$ cat src/rtl/writeback_stage_if.sv
// Writeback stage bus: memory-stage retire inputs, data-memory read
// response, and the register-file write port / status flags.
//   slave  : writeback_stage side (consumes i_*, drives o_*)
//   master : upstream / environment side (drives i_*, observes o_*)
//   o_instret exists only when WB_RETIRE_CNT_EN is defined.
interface writeback_stage_if #(
    parameter int XLEN  = 32,
    parameter int XADDR = 5
);
    logic             i_valid;
    logic [6:0]       i_opcode;
    logic [2:0]       i_funct3;
    logic [XADDR-1:0] i_rd_addr;
    logic [XLEN-1:0]  i_alu_result;
    logic [XLEN-1:0]  i_imm;
    logic [XLEN-1:0]  i_pc;
    logic             i_dmem_ack;
    logic [XLEN-1:0]  i_dmem_rdata;
    logic [XADDR-1:0] o_rd_addr;
    logic [XLEN-1:0]  o_rd_data;
    logic             o_wr_en;
    logic             o_stall;
    logic             o_misaligned;
    logic             o_illegal;
    logic             o_bus_err;
`ifdef WB_RETIRE_CNT_EN
    logic [63:0]      o_instret;
`endif

    modport slave (
        input  i_valid, i_opcode, i_funct3, i_rd_addr,
        input  i_alu_result, i_imm, i_pc,
        input  i_dmem_ack, i_dmem_rdata,
        output o_rd_addr, o_rd_data, o_wr_en, o_stall,
        output o_misaligned, o_illegal, o_bus_err
`ifdef WB_RETIRE_CNT_EN
        , output o_instret
`endif
    );

    modport master (
        output i_valid, i_opcode, i_funct3, i_rd_addr,
        output i_alu_result, i_imm, i_pc,
        output i_dmem_ack, i_dmem_rdata,
        input  o_rd_addr, o_rd_data, o_wr_en, o_stall,
        input  o_misaligned, o_illegal, o_bus_err
`ifdef WB_RETIRE_CNT_EN
        , input o_instret
`endif
    );
endinterface

$ cat src/rtl/writeback_stage.sv
// RV32I writeback stage: result select, load formatting, load-wait FSM
// with timeout, and registered register-file write port.
// Ports: i_clk, i_rst_n (sync, active-low), bus (writeback_stage_if.slave).
// Optional: define WB_RETIRE_CNT_EN to add the 64-bit o_instret counter.
module writeback_stage #(
    parameter int XLEN    = 32,
    parameter int XADDR   = 5,
    parameter int TIMEOUT = 15
) (
    input logic              i_clk,
    input logic              i_rst_n,
    writeback_stage_if.slave bus
);
    localparam logic [6:0] OP_LUI   = 7'b0110111;
    localparam logic [6:0] OP_AUIPC = 7'b0010111;
    localparam logic [6:0] OP_JAL   = 7'b1101111;
    localparam logic [6:0] OP_JALR  = 7'b1100111;
    localparam logic [6:0] OP_B     = 7'b1100011;
    localparam logic [6:0] OP_L     = 7'b0000011;
    localparam logic [6:0] OP_S     = 7'b0100011;
    localparam logic [6:0] OP_I     = 7'b0010011;
    localparam logic [6:0] OP_R     = 7'b0110011;

    localparam logic [7:0] CNT_LAST = 8'(TIMEOUT - 1);

    typedef enum logic {IDLE, WAIT} state_e;

    state_e           state_q, state_d;
    logic [7:0]       cnt_q, cnt_d;
    logic [XADDR-1:0] rd_cap_q, rd_cap_d;
    logic [2:0]       f3_cap_q, f3_cap_d;
    logic [1:0]       off_cap_q, off_cap_d;
    logic [XADDR-1:0] rd_addr_q, rd_addr_d;
    logic [XLEN-1:0]  rd_data_q, rd_data_d;
    logic             wr_en_q, wr_en_d;
    logic             mis_q, mis_d;
    logic             ill_q, ill_d;
    logic             berr_q, berr_d;
    logic             stall_c;
    logic             do_wr;
    logic [XADDR-1:0] wr_rd;
    logic [XLEN-1:0]  wr_val;

    logic is_lui, is_alu, is_jmp, is_nowr, is_load;
    logic [1:0] off;
    logic ld_legal, ld_mis;

    function automatic logic [XLEN-1:0] fmt_load(
        input logic [XLEN-1:0] w,
        input logic [2:0]      f3,
        input logic [1:0]      o
    );
        logic [7:0]  b;
        logic [15:0] h;
        b = w[{o, 3'b000} +: 8];
        h = o[1] ? w[31:16] : w[15:0];
        case (f3)
            3'b000:  fmt_load = {{(XLEN-8){b[7]}}, b};
            3'b001:  fmt_load = {{(XLEN-16){h[15]}}, h};
            3'b100:  fmt_load = {{(XLEN-8){1'b0}}, b};
            3'b101:  fmt_load = {{(XLEN-16){1'b0}}, h};
            default: fmt_load = w;
        endcase
    endfunction

    assign is_lui  = bus.i_opcode == OP_LUI;
    assign is_alu  = bus.i_opcode == OP_AUIPC ||
                     bus.i_opcode == OP_R ||
                     bus.i_opcode == OP_I;
    assign is_jmp  = bus.i_opcode == OP_JAL ||
                     bus.i_opcode == OP_JALR;
    assign is_nowr = bus.i_opcode == OP_S ||
                     bus.i_opcode == OP_B;
    assign is_load = bus.i_opcode == OP_L;

    assign off = bus.i_alu_result[1:0];

    assign ld_legal = bus.i_funct3 == 3'b000 ||
                      bus.i_funct3 == 3'b001 ||
                      bus.i_funct3 == 3'b010 ||
                      bus.i_funct3 == 3'b100 ||
                      bus.i_funct3 == 3'b101;

    // Halfwords must be 2-byte aligned, words 4-byte aligned.
    assign ld_mis = (bus.i_funct3[1:0] == 2'b01 && off[0]) ||
                    (bus.i_funct3 == 3'b010 && off != 2'b00);

    always_comb begin
        state_d   = state_q;
        cnt_d     = cnt_q;
        rd_cap_d  = rd_cap_q;
        f3_cap_d  = f3_cap_q;
        off_cap_d = off_cap_q;
        rd_addr_d = rd_addr_q;
        rd_data_d = rd_data_q;
        wr_en_d   = 1'b0;
        mis_d     = 1'b0;
        ill_d     = 1'b0;
        berr_d    = 1'b0;
        stall_c   = 1'b0;
        do_wr     = 1'b0;
        wr_rd     = bus.i_rd_addr;
        wr_val    = '0;
        case (state_q)
            IDLE: begin
                if (bus.i_valid) begin
                    unique case (1'b1)
                        is_lui: begin
                            do_wr  = 1'b1;
                            wr_val = bus.i_imm;
                        end
                        is_alu: begin
                            do_wr  = 1'b1;
                            wr_val = bus.i_alu_result;
                        end
                        is_jmp: begin
                            do_wr  = 1'b1;
                            wr_val = bus.i_pc + XLEN'(4);
                        end
                        is_load: begin
                            if (!ld_legal) begin
                                ill_d = 1'b1;
                            end else if (ld_mis) begin
                                mis_d = 1'b1;
                            end else if (bus.i_dmem_ack) begin
                                do_wr  = 1'b1;
                                wr_val = fmt_load(bus.i_dmem_rdata,
                                                  bus.i_funct3, off);
                            end else begin
                                rd_cap_d  = bus.i_rd_addr;
                                f3_cap_d  = bus.i_funct3;
                                off_cap_d = off;
                                cnt_d     = '0;
                                state_d   = WAIT;
                                stall_c   = 1'b1;
                            end
                        end
                        default: ;
                    endcase
                end
            end
            WAIT: begin
                wr_rd = rd_cap_q;
                if (bus.i_dmem_ack) begin
                    do_wr   = 1'b1;
                    wr_val  = fmt_load(bus.i_dmem_rdata,
                                       f3_cap_q, off_cap_q);
                    cnt_d   = '0;
                    state_d = IDLE;
                end else if (cnt_q == CNT_LAST) begin
                    berr_d  = 1'b1;
                    cnt_d   = '0;
                    state_d = IDLE;
                end else begin
                    cnt_d   = cnt_q + 8'd1;
                    stall_c = 1'b1;
                end
            end
            default: state_d = IDLE;
        endcase
        if (do_wr) begin
            rd_addr_d = wr_rd;
            rd_data_d = wr_val;
            wr_en_d   = |wr_rd;
        end
    end

    always_ff @(posedge i_clk) begin
        if (!i_rst_n) begin
            state_q   <= IDLE;
            cnt_q     <= '0;
            rd_cap_q  <= '0;
            f3_cap_q  <= '0;
            off_cap_q <= '0;
            rd_addr_q <= '0;
            rd_data_q <= '0;
            wr_en_q   <= 1'b0;
            mis_q     <= 1'b0;
            ill_q     <= 1'b0;
            berr_q    <= 1'b0;
        end else begin
            state_q   <= state_d;
            cnt_q     <= cnt_d;
            rd_cap_q  <= rd_cap_d;
            f3_cap_q  <= f3_cap_d;
            off_cap_q <= off_cap_d;
            rd_addr_q <= rd_addr_d;
            rd_data_q <= rd_data_d;
            wr_en_q   <= wr_en_d;
            mis_q     <= mis_d;
            ill_q     <= ill_d;
            berr_q    <= berr_d;
        end
    end

    assign bus.o_rd_addr    = rd_addr_q;
    assign bus.o_rd_data    = rd_data_q;
    assign bus.o_wr_en      = wr_en_q;
    assign bus.o_misaligned = mis_q;
    assign bus.o_illegal    = ill_q;
    assign bus.o_bus_err    = berr_q;
    assign bus.o_stall      = i_rst_n & stall_c;

`ifdef WB_RETIRE_CNT_EN
    // Normal completion: any write (incl. rd=0) or a store/branch.
    logic        retire_c;
    logic [63:0] instret_q;

    assign retire_c = do_wr ||
                      (state_q == IDLE && bus.i_valid && is_nowr);

    always_ff @(posedge i_clk) begin
        if (!i_rst_n) begin
            instret_q <= '0;
        end else begin
            instret_q <= instret_q + {63'b0, retire_c};
        end
    end

    assign bus.o_instret = instret_q;
`endif
endmodule

$ cat src/flat_wrapper.sv
// flat-port wrapper written by rule: the top's interface ports become plain ports
module writeback_stage_flat 
#(
    parameter int XLEN    = 32,
    parameter int XADDR   = 5,
    parameter int TIMEOUT = 15
)
  (i_clk, i_rst_n, bus_i_valid, bus_i_opcode, bus_i_funct3, bus_i_rd_addr, bus_i_alu_result, bus_i_imm, bus_i_pc, bus_i_dmem_ack, bus_i_dmem_rdata, bus_o_rd_addr, bus_o_rd_data, bus_o_wr_en, bus_o_stall, bus_o_misaligned, bus_o_illegal, bus_o_bus_err);
  writeback_stage_if #(.XLEN(XLEN), .XADDR(XADDR)) bus_i ();
  input logic i_clk;
  input logic i_rst_n;
  input wire logic [$bits(bus_i.i_valid)-1:0] bus_i_valid;
  input wire logic [$bits(bus_i.i_opcode)-1:0] bus_i_opcode;
  input wire logic [$bits(bus_i.i_funct3)-1:0] bus_i_funct3;
  input wire logic [$bits(bus_i.i_rd_addr)-1:0] bus_i_rd_addr;
  input wire logic [$bits(bus_i.i_alu_result)-1:0] bus_i_alu_result;
  input wire logic [$bits(bus_i.i_imm)-1:0] bus_i_imm;
  input wire logic [$bits(bus_i.i_pc)-1:0] bus_i_pc;
  input wire logic [$bits(bus_i.i_dmem_ack)-1:0] bus_i_dmem_ack;
  input wire logic [$bits(bus_i.i_dmem_rdata)-1:0] bus_i_dmem_rdata;
  output wire logic [$bits(bus_i.o_rd_addr)-1:0] bus_o_rd_addr;
  output wire logic [$bits(bus_i.o_rd_data)-1:0] bus_o_rd_data;
  output wire logic [$bits(bus_i.o_wr_en)-1:0] bus_o_wr_en;
  output wire logic [$bits(bus_i.o_stall)-1:0] bus_o_stall;
  output wire logic [$bits(bus_i.o_misaligned)-1:0] bus_o_misaligned;
  output wire logic [$bits(bus_i.o_illegal)-1:0] bus_o_illegal;
  output wire logic [$bits(bus_i.o_bus_err)-1:0] bus_o_bus_err;
  assign bus_i.i_valid = bus_i_valid;
  assign bus_i.i_opcode = bus_i_opcode;
  assign bus_i.i_funct3 = bus_i_funct3;
  assign bus_i.i_rd_addr = bus_i_rd_addr;
  assign bus_i.i_alu_result = bus_i_alu_result;
  assign bus_i.i_imm = bus_i_imm;
  assign bus_i.i_pc = bus_i_pc;
  assign bus_i.i_dmem_ack = bus_i_dmem_ack;
  assign bus_i.i_dmem_rdata = bus_i_dmem_rdata;
  assign bus_o_rd_addr = bus_i.o_rd_addr;
  assign bus_o_rd_data = bus_i.o_rd_data;
  assign bus_o_wr_en = bus_i.o_wr_en;
  assign bus_o_stall = bus_i.o_stall;
  assign bus_o_misaligned = bus_i.o_misaligned;
  assign bus_o_illegal = bus_i.o_illegal;
  assign bus_o_bus_err = bus_i.o_bus_err;
  writeback_stage #(.XLEN(XLEN), .XADDR(XADDR), .TIMEOUT(TIMEOUT)) u_core (.i_clk(i_clk), .i_rst_n(i_rst_n), .bus(bus_i));
endmodule
$ cat config.mk
export PLATFORM = sky130hd
export DESIGN_NAME = writeback_stage_flat
export DESIGN_NICKNAME = d
export VERILOG_FILES = /design/src/rtl/writeback_stage_if.sv /design/src/rtl/writeback_stage.sv /design/src/flat_wrapper.sv
export SDC_FILE = /design/constraint.sdc
export NUM_CORES = 1
export LEC_CHECK = 0
export BUFFER_PORTS_ARGS = -buffer_cell sky130_fd_sc_hd__buf_2
export CORE_UTILIZATION = 51
export DETAILED_ROUTE_END_ITERATION = 8
export GPL_TIMING_DRIVEN = 0
export HOLD_SLACK_MARGIN = 0.06
export PLACE_DENSITY = 0.82
export SYNTH_ARGS = -nofsm -noshare
export SYNTH_HDL_FRONTEND = slang
export SYNTH_SLANG_ARGS = --single-unit
$ cat constraint.sdc
create_clock -name i_clk -period 2.8 [get_ports i_clk]
set_clock_uncertainty 0.1 [all_clocks]
set_input_delay 0.14 -clock i_clk [delete_from_list [all_inputs] [get_ports i_clk]]
set_output_delay 0.14 -clock i_clk [all_outputs]
set_load 0.05 [all_outputs]
==> flow_metrics.env, run 1 <==
export IMPL_max_stage_delay_ns=0.34
export IMPL_p_leak_uw=0.00263
export IMPL_initial_core_util=0.532
export IMPL_relSlewSlack=0.347
export IMPL_crit_arrival_ns=2.42
export IMPL_drive_gt1_frac=0.235
export IMPL_fin_crit_sh=0.952
export IMPL_die_w_um=103
export IMPL_cpMostUsedCell="buf_2"
export IMPL_wl_per_cell_um=20.5
export IMPL_grt_usage=0.410
export IMPL_final_area_mm2=0.00668
export IMPL_nNetsFinal=1087
export IMPL_postLayoutCoreUtil=0.677
export IMPL_powerDensity_mw_per_mm2=323
export IMPL_post_place_ws_ns=-0.0245
export IMPL_ys_types=68
export IMPL_finalSetupTns_ns=0
export IMPL_slew_violations=0
export IMPL_ant_nets=0
export IMPL_crit_type="primary input to output pin"
export IMPL_most_common_layout_cells="191 x buf_2, 87 x nand2_1, 65 x a21oi_1, 60 x dfxtp_1, 56 x nor2_1"
export IMPL_worstPathCellList="buf_2, buf_1, or2_0, a32oi_1, and3_1, nor2b_1, buf_2, nor2_1, nor2_1, buf_2"
export IMPL_total_power_uw=2150
export IMPL_antenna_found_initial=0
export IMPL_drc=0
export IMPL_vias=6963
export IMPL_yosys_most_used_dff="dfxtp_1"
export IMPL_grt_max_degree=12
export IMPL_post_dp_hpwl_um=17100
export IMPL_yosys_warnings=0
export IMPL_clockRootBuffer="clkbuf_8"
export IMPL_r2r_start="u_core.f3_cap_q[0]"
export IMPL_status="completed"
export IMPL_clockBufferDepth=2
export IMPL_port_buffers=186
export IMPL_clock_sinks=60
export IMPL_maxCapViolCount=0
export IMPL_nFillCells=914
export IMPL_grt_remaining_overflow=0
export IMPL_rsz0062_at_grt="no"
export IMPL_synth_cells=726
export IMPL_ys_seq_elements=60
export IMPL_drt_initial_drc_count=828
export IMPL_r2r_end="u_core.bus.o_rd_data[17]"
export IMPL_area_delta_synth_final_pct=27.3
export IMPL_synth_nets=876
export IMPL_min_from="bus_i_dmem_rdata[2]"
export IMPL_place_gp_congestion=1.04
export IMPL_insertion_delay_ns=0.34
export IMPL_cts_tree="built"
export IMPL_antenna_cells=0
export IMPL_hold_depth=3
export IMPL_hold_class="primary input to flip-flop"
export IMPL_ios=189
export IMPL_final_common_cell="buf_2"
export IMPL_end_kind="output pin"
export IMPL_numCtsBuffers=9
export IMPL_start_kind="primary input"
export IMPL_reg2regPathDepth=8
export IMPL_avgSynthCellArea_um2=7.22
export IMPL_grt_pass1_wl_um=32600
export IMPL_area_sequential_mm2=0.00120
export IMPL_via_per_inst=6.48
export IMPL_rows=36
export IMPL_tightest_slew_ns=0.979
export IMPL_ctsHtreeMaxLevel=3
export IMPL_die_area_mm2=0.0107
export IMPL_period_minus_slack_ns=2.66
export IMPL_ys_seq_area_frac=0.229
export IMPL_syn_cell_area_mm2=0.00524
export IMPL_irDropWorstVdd_v=0.000222
export IMPL_rrSetupSlack_ns=0.16
export IMPL_place_area_mm2=0.00634
export IMPL_setup_slack_ns=0.135
export IMPL_slowest_stage="buf_2"
export IMPL_first_pass_iters=7
export IMPL_required_ns=2.56
export IMPL_cts_clk_slew_worst_paths_ns=0.07
export IMPL_multiInputGateArea_mm2=0.00377
export IMPL_routed_wl_um=22000
export IMPL_fmax_ghz=0.375
export IMPL_crit_fanout=10
export IMPL_die_y_um=103
export IMPL_hold_viol_final=0
export IMPL_core_mm2=0.00986
export IMPL_holdPathEnd="u_core.bus.o_rd_data[2]"
export IMPL_synth_edf_count=0
export IMPL_synth_async_sr_flop_share=0
export IMPL_first_global_vias=6174
export IMPL_finalSetupViolations=0
[how the worst max path moves through the flow]
stage	endpoint	slack, ns	from
after floorplan	bus_o_stall	0.38	bus_i_alu_result[1]
after global placement	u_core.bus.o_rd_data[19]	0.001	bus_i_opcode[5]
after detailed placement	u_core.bus.o_rd_data[15]	-0.02	bus_i_opcode[5]
after CTS	u_core.bus.o_rd_data[17]	0.07	u_core.f3_cap_q[0]
after global routing	u_core.bus.o_rd_addr[0]	0.03	bus_i_funct3[2]
final	bus_o_stall	0.14	bus_i_alu_result[1]
[cells in the mapped netlist, types with 8 or more instances]
library cell  count  area share
a21oi_1          66       0.063
nand4_1          12       0.014
nand3_1          15       0.014
inv_1            17       0.012
o22ai_1          15       0.018
a211oi_1          8       0.011
o21ai_1          17       0.016
o211ai_1         11       0.016
dfxtp_1          60        0.23
and3_1            8      0.0095
mux2i_1          38       0.073
o221ai_1         12       0.020
xnor2_1          14       0.023
nor2_1           56       0.040
clkbuf_1         44       0.031
nor2b_1          10       0.012
nor3_1           13       0.012
nand2b_1         16       0.019
nor4_1           10       0.012
nand2_1          87       0.062
a221oi_1         10       0.017
a31oi_1          15       0.018
o21ai_0          45       0.043
[layer usage]
layer / part of all wire / wire, um / GRT usage / vias to the layer above
met5: 0 / 0 / 0 / -
met4: 0.041 / 907 / 0.166 / 0
met1: 0.39 / 8530 / 0.537 / 3153
li1: - / - / - / 3175
met3: 0.12 / 2650 / 0.0719 / 76
met2: 0.45 / 9900 / 0.667 / 559
[critical path: cells and delay by family]
| family | cells | cell delay (ns) |
|---|---|---|
| buf+inv | 4 | 1.06 |
| compound gates | 1 | 0.24 |
| simple gates | 5 | 0.97 |
[stage by stage]
| stage | std cells | hold slack (ns) |
|---|---|---|
| 3_5_place_dp | 1045 | 0.327 |
| 3_3_place_gp | 1045 | 0.318 |
| 5_1_grt | 1075 | 0.0695 |
| 2_1_floorplan | 726 | 0.187 |
| 6_report | 1075 | 0.0609 |
| 4_1_cts | 1075 | 0.0621 |
[final cells by class]
class	instances	area share
buffer	53	0.0313
multi-input combinational	596	0.565
timing repair buffer	200	0.160
tap	133	0.0249
inverter	17	0.00956
sequential	60	0.180
clock inverter	7	0.00993
clock buffer	9	0.0186
[registers in the layout, summed over array words and instances, names as in the netlist]
| name | flops |
|---|---|
| u_core.bus.o_wr_en | 1 |
| u_core.off_cap_q | 2 |
| u_core.bus.o_rd_data | 32 |
| u_core.bus.o_rd_addr | 5 |
| u_core.state_q | 1 |
| u_core.f3_cap_q | 3 |
| u_core.cnt_q | 8 |
| u_core.rd_cap_q | 5 |
| u_core.bus.o_misaligned | 1 |
| u_core.bus.o_illegal | 1 |
| u_core.bus.o_bus_err | 1 |
[cell families (layout without fill, tap and decap cells)]
group | after synthesis | count (layout) | synth area share
multiplexers | 47 | 47 | 0.0940
adder cells (fa/ha/maj) | 3 | 3 | 0.00716
AO/OA/AOI/OAI | 261 | 261 | 0.331
buffers and inverters | 70 | 286 | 0.0520
AND/OR/NAND/NOR | 264 | 264 | 0.252
XOR/XNOR | 21 | 21 | 0.0351
flip-flops | 60 | 60 | 0.229
[power by group]
group	internal (uW)	switching [uW]
registers	860	4.53
clock network	408	385
logic	195	303
[repair_timing]
item | CTS | global route
endpoints found under the setup margin | 0 | 12
setup buffers | 0 | 0
hold buffers | 14 | 0
gates resized for setup | 0 | 1
hold endpoints to repair | 17 | 0
Note: power is estimated with default switching activity, not from simulation.
==> run 2: changes to the inputs <==
--- a/config.mk
+++ b/config.mk
@@ -6,11 +6,13 @@
 export NUM_CORES = 1
 export LEC_CHECK = 0
 export BUFFER_PORTS_ARGS = -buffer_cell sky130_fd_sc_hd__buf_2
-export CORE_UTILIZATION = 51
+export CELL_PAD_IN_SITES_DETAIL_PLACEMENT = 1
+export CELL_PAD_IN_SITES_GLOBAL_PLACEMENT = 1
+export CORE_UTILIZATION = 32
 export DETAILED_ROUTE_END_ITERATION = 8
 export GPL_TIMING_DRIVEN = 0
 export HOLD_SLACK_MARGIN = 0.06
-export PLACE_DENSITY = 0.82
+export PLACE_DENSITY_LB_ADDON = 0.1
 export SYNTH_ARGS = -nofsm -noshare
 export SYNTH_HDL_FRONTEND = slang
 export SYNTH_SLANG_ARGS = --single-unit
==> constraint.sdc (replaced) <==
create_clock -name i_clk -period 2.4 [get_ports i_clk]
set_clock_uncertainty 0.1 [all_clocks]
set_input_delay 0.12 -clock i_clk [delete_from_list [all_inputs] [get_ports i_clk]]
set_output_delay 0.12 -clock i_clk [all_outputs]
set_load 0.05 [all_outputs]
==> flow_metrics.env, run 2 (synthesis gave the netlist of run 1 again) <==
export IMPL_status="completed"
export IMPL_power_internal_uw=2070
export IMPL_first_global_vias=6987
export IMPL_p_clk_frac=0.455
export IMPL_gr_max_usage_layer="met2"
export IMPL_antenna_found_initial=0
export IMPL_period_minus_slack_ns=2.29
export IMPL_die_w_um=130
export IMPL_ant_nets=0
export IMPL_area_delta_synth_final_pct=33.5
export IMPL_slew_violations=0
export IMPL_fmax_ghz=0.436
export IMPL_clockBufferDepth=2
export IMPL_tightest_slew_ns=0.916
export IMPL_met1_usage=0.395
export IMPL_cts_clk_slew_worst_paths_ns=0.06
export IMPL_nFillCells=2074
export IMPL_die_area_mm2=0.0169
export IMPL_cts_tree="built"
export IMPL_powerDensity_mw_per_mm2=424
export IMPL_post_dp_hpwl_um=20600
export IMPL_fin_crit_sh=0.956
export IMPL_routed_wl_um=26200
export IMPL_place_gp_congestion=0.930
export IMPL_port_buffers=186
export IMPL_drive_gt1_frac=0.257
export IMPL_ios=189
export IMPL_maxCapViolCount=0
export IMPL_globalRouteMet3Util=0.0578
export IMPL_pwr_share_seq=0.341
export IMPL_largest_reg_flops=32
export IMPL_dp_cells=1128
export IMPL_numCtsBuffers=9
export IMPL_crit_type="flip-flop to flip-flop"
export IMPL_vias=6895
export IMPL_area_sequential_mm2=0.00120
export IMPL_nNetsFinal=1090
export IMPL_start_kind="flip-flop"
export IMPL_end_kind="flip-flop"
export IMPL_fin_cells=1161
export IMPL_required_ns=2.53
export IMPL_switching_power_uw=899
export IMPL_insertion_delay_ns=0.33
export IMPL_crit_fanout=10
export IMPL_drt_initial_drc_count=523
export IMPL_initial_core_util=0.329
export IMPL_wl_per_cell_um=22.6
export IMPL_worst_hold_slack_ns=0.0872
export IMPL_rsz0062_at_grt="yes"
export IMPL_ctsHtreeMaxLevel=3
export IMPL_grt_pass1_wl_um=39500
export IMPL_post_place_ws_ns=-0.783
export IMPL_irDropWorstVdd_v=0.000367
export IMPL_grt_max_degree=14
export IMPL_die_y_um=130
export IMPL_combPwrFrac=0.204
export IMPL_crit_arrival_ns=2.42
export IMPL_final_common_cell="buf_2"
export IMPL_grt_remaining_overflow=0
export IMPL_sw_frac_of_total=0.303
export IMPL_setup_slack_ns=0.106
export IMPL_place_area_mm2=0.00644
export IMPL_most_common_layout_cells="189 x buf_2, 87 x nand2_1, 63 x a21oi_1, 59 x dfxtp_1, 55 x nor2_1"
export IMPL_rows=46
export IMPL_finalSetupViolations=0
export IMPL_use_met2=0.533
export IMPL_hold_viol_final=0
export IMPL_drc=0
export IMPL_multiInputGateArea_mm2=0.00382
export IMPL_grt_usage=0.313
export IMPL_antenna_cells=0
export IMPL_p_leak_uw=0.00274
export IMPL_via_per_inst=5.94
export IMPL_core_mm2=0.0159
export IMPL_relSlewSlack=0.389
export IMPL_clockRootBuffer="clkbuf_16"
export IMPL_final_area_mm2=0.00700
export IMPL_clock_sinks=60
export IMPL_first_pass_iters=5
export IMPL_hold_class="primary input to flip-flop"
run 2: path summary, 6_finish.rpt:
| kind | cells after the start | startpoint | slack [ns] | endpoint |
|---|---|---|---|---|
| max | 7 | u_core.off_cap_q[0] | 0.11 | u_core.bus.o_rd_data[21] |
| min | 3 | bus_i_dmem_rdata[2] | 0.09 | u_core.bus.o_rd_data[2] |
| max reg2reg | 7 | u_core.off_cap_q[0] | 0.11 | u_core.bus.o_rd_data[21] |
| min reg2reg | 2 | u_core.bus.o_rd_data[1] | 0.37 | u_core.bus.o_rd_data[1] |
run 2: critical path, stage by stage, from the launching register on:
cell	delay, ns
dfxtp_1	0.40
mux2_2	0.36
a22oi_2	0.25
buf_4	0.20
a21oi_4	0.12
o21ai_0	0.18
o221ai_1	0.18
o311a_1	0.37
run 2: metal layers:
layer,wire [um],up-vias,share of wire
li1,-,3178,-
met1,11300,3343,0.43
met2,12500,323,0.48
met3,1780,51,0.068
met4,692,0,0.026
met5,0,-,0
run 2: what timing repair did:
action | CTS | global route
pin swaps | 2 | 1
endpoints found under the setup margin | 39 | 24
resized for setup | 13 | 16
buffers inserted | 3 | 1
hold endpoints to repair | 18 | 0
hold buffers | 16 | 0
run 2: power by group through the flow:
stage / Sequential, uW / Clock [uW] / Combinational (uW)
CTS: 1010 / 1370 / 591
global route: 1010 / 1400 / 648
global placement: 1030 / 0 / 555
finish: 1010 / 1350 / 605
floorplan: 1060 / 0 / 243
detailed placement: 1030 / 0 / 566
run 2: layout make-up:
| cell class | instances | share of cell area |
|---|---|---|
| clock inverters | 6 | 0.00912 |
| repair buffers | 206 | 0.161 |
| clock buffers | 10 | 0.0341 |
| plain buffers | 50 | 0.0309 |
| multi-input cells | 596 | 0.546 |
| inverters | 17 | 0.00912 |
| well taps | 216 | 0.0386 |
| flip-flops and latches | 60 | 0.172 |
run 2: metrics by stage:
stage          utilization  setup TNS, ns  power, uW
6_report             0.439              0       2970
5_1_grt              0.439        -0.0574       3060
4_1_cts              0.437              0       2970
3_5_place_dp         0.404         -19.85       1600
3_3_place_gp         0.404         -17.08       1590
2_1_floorplan            -              0       1300
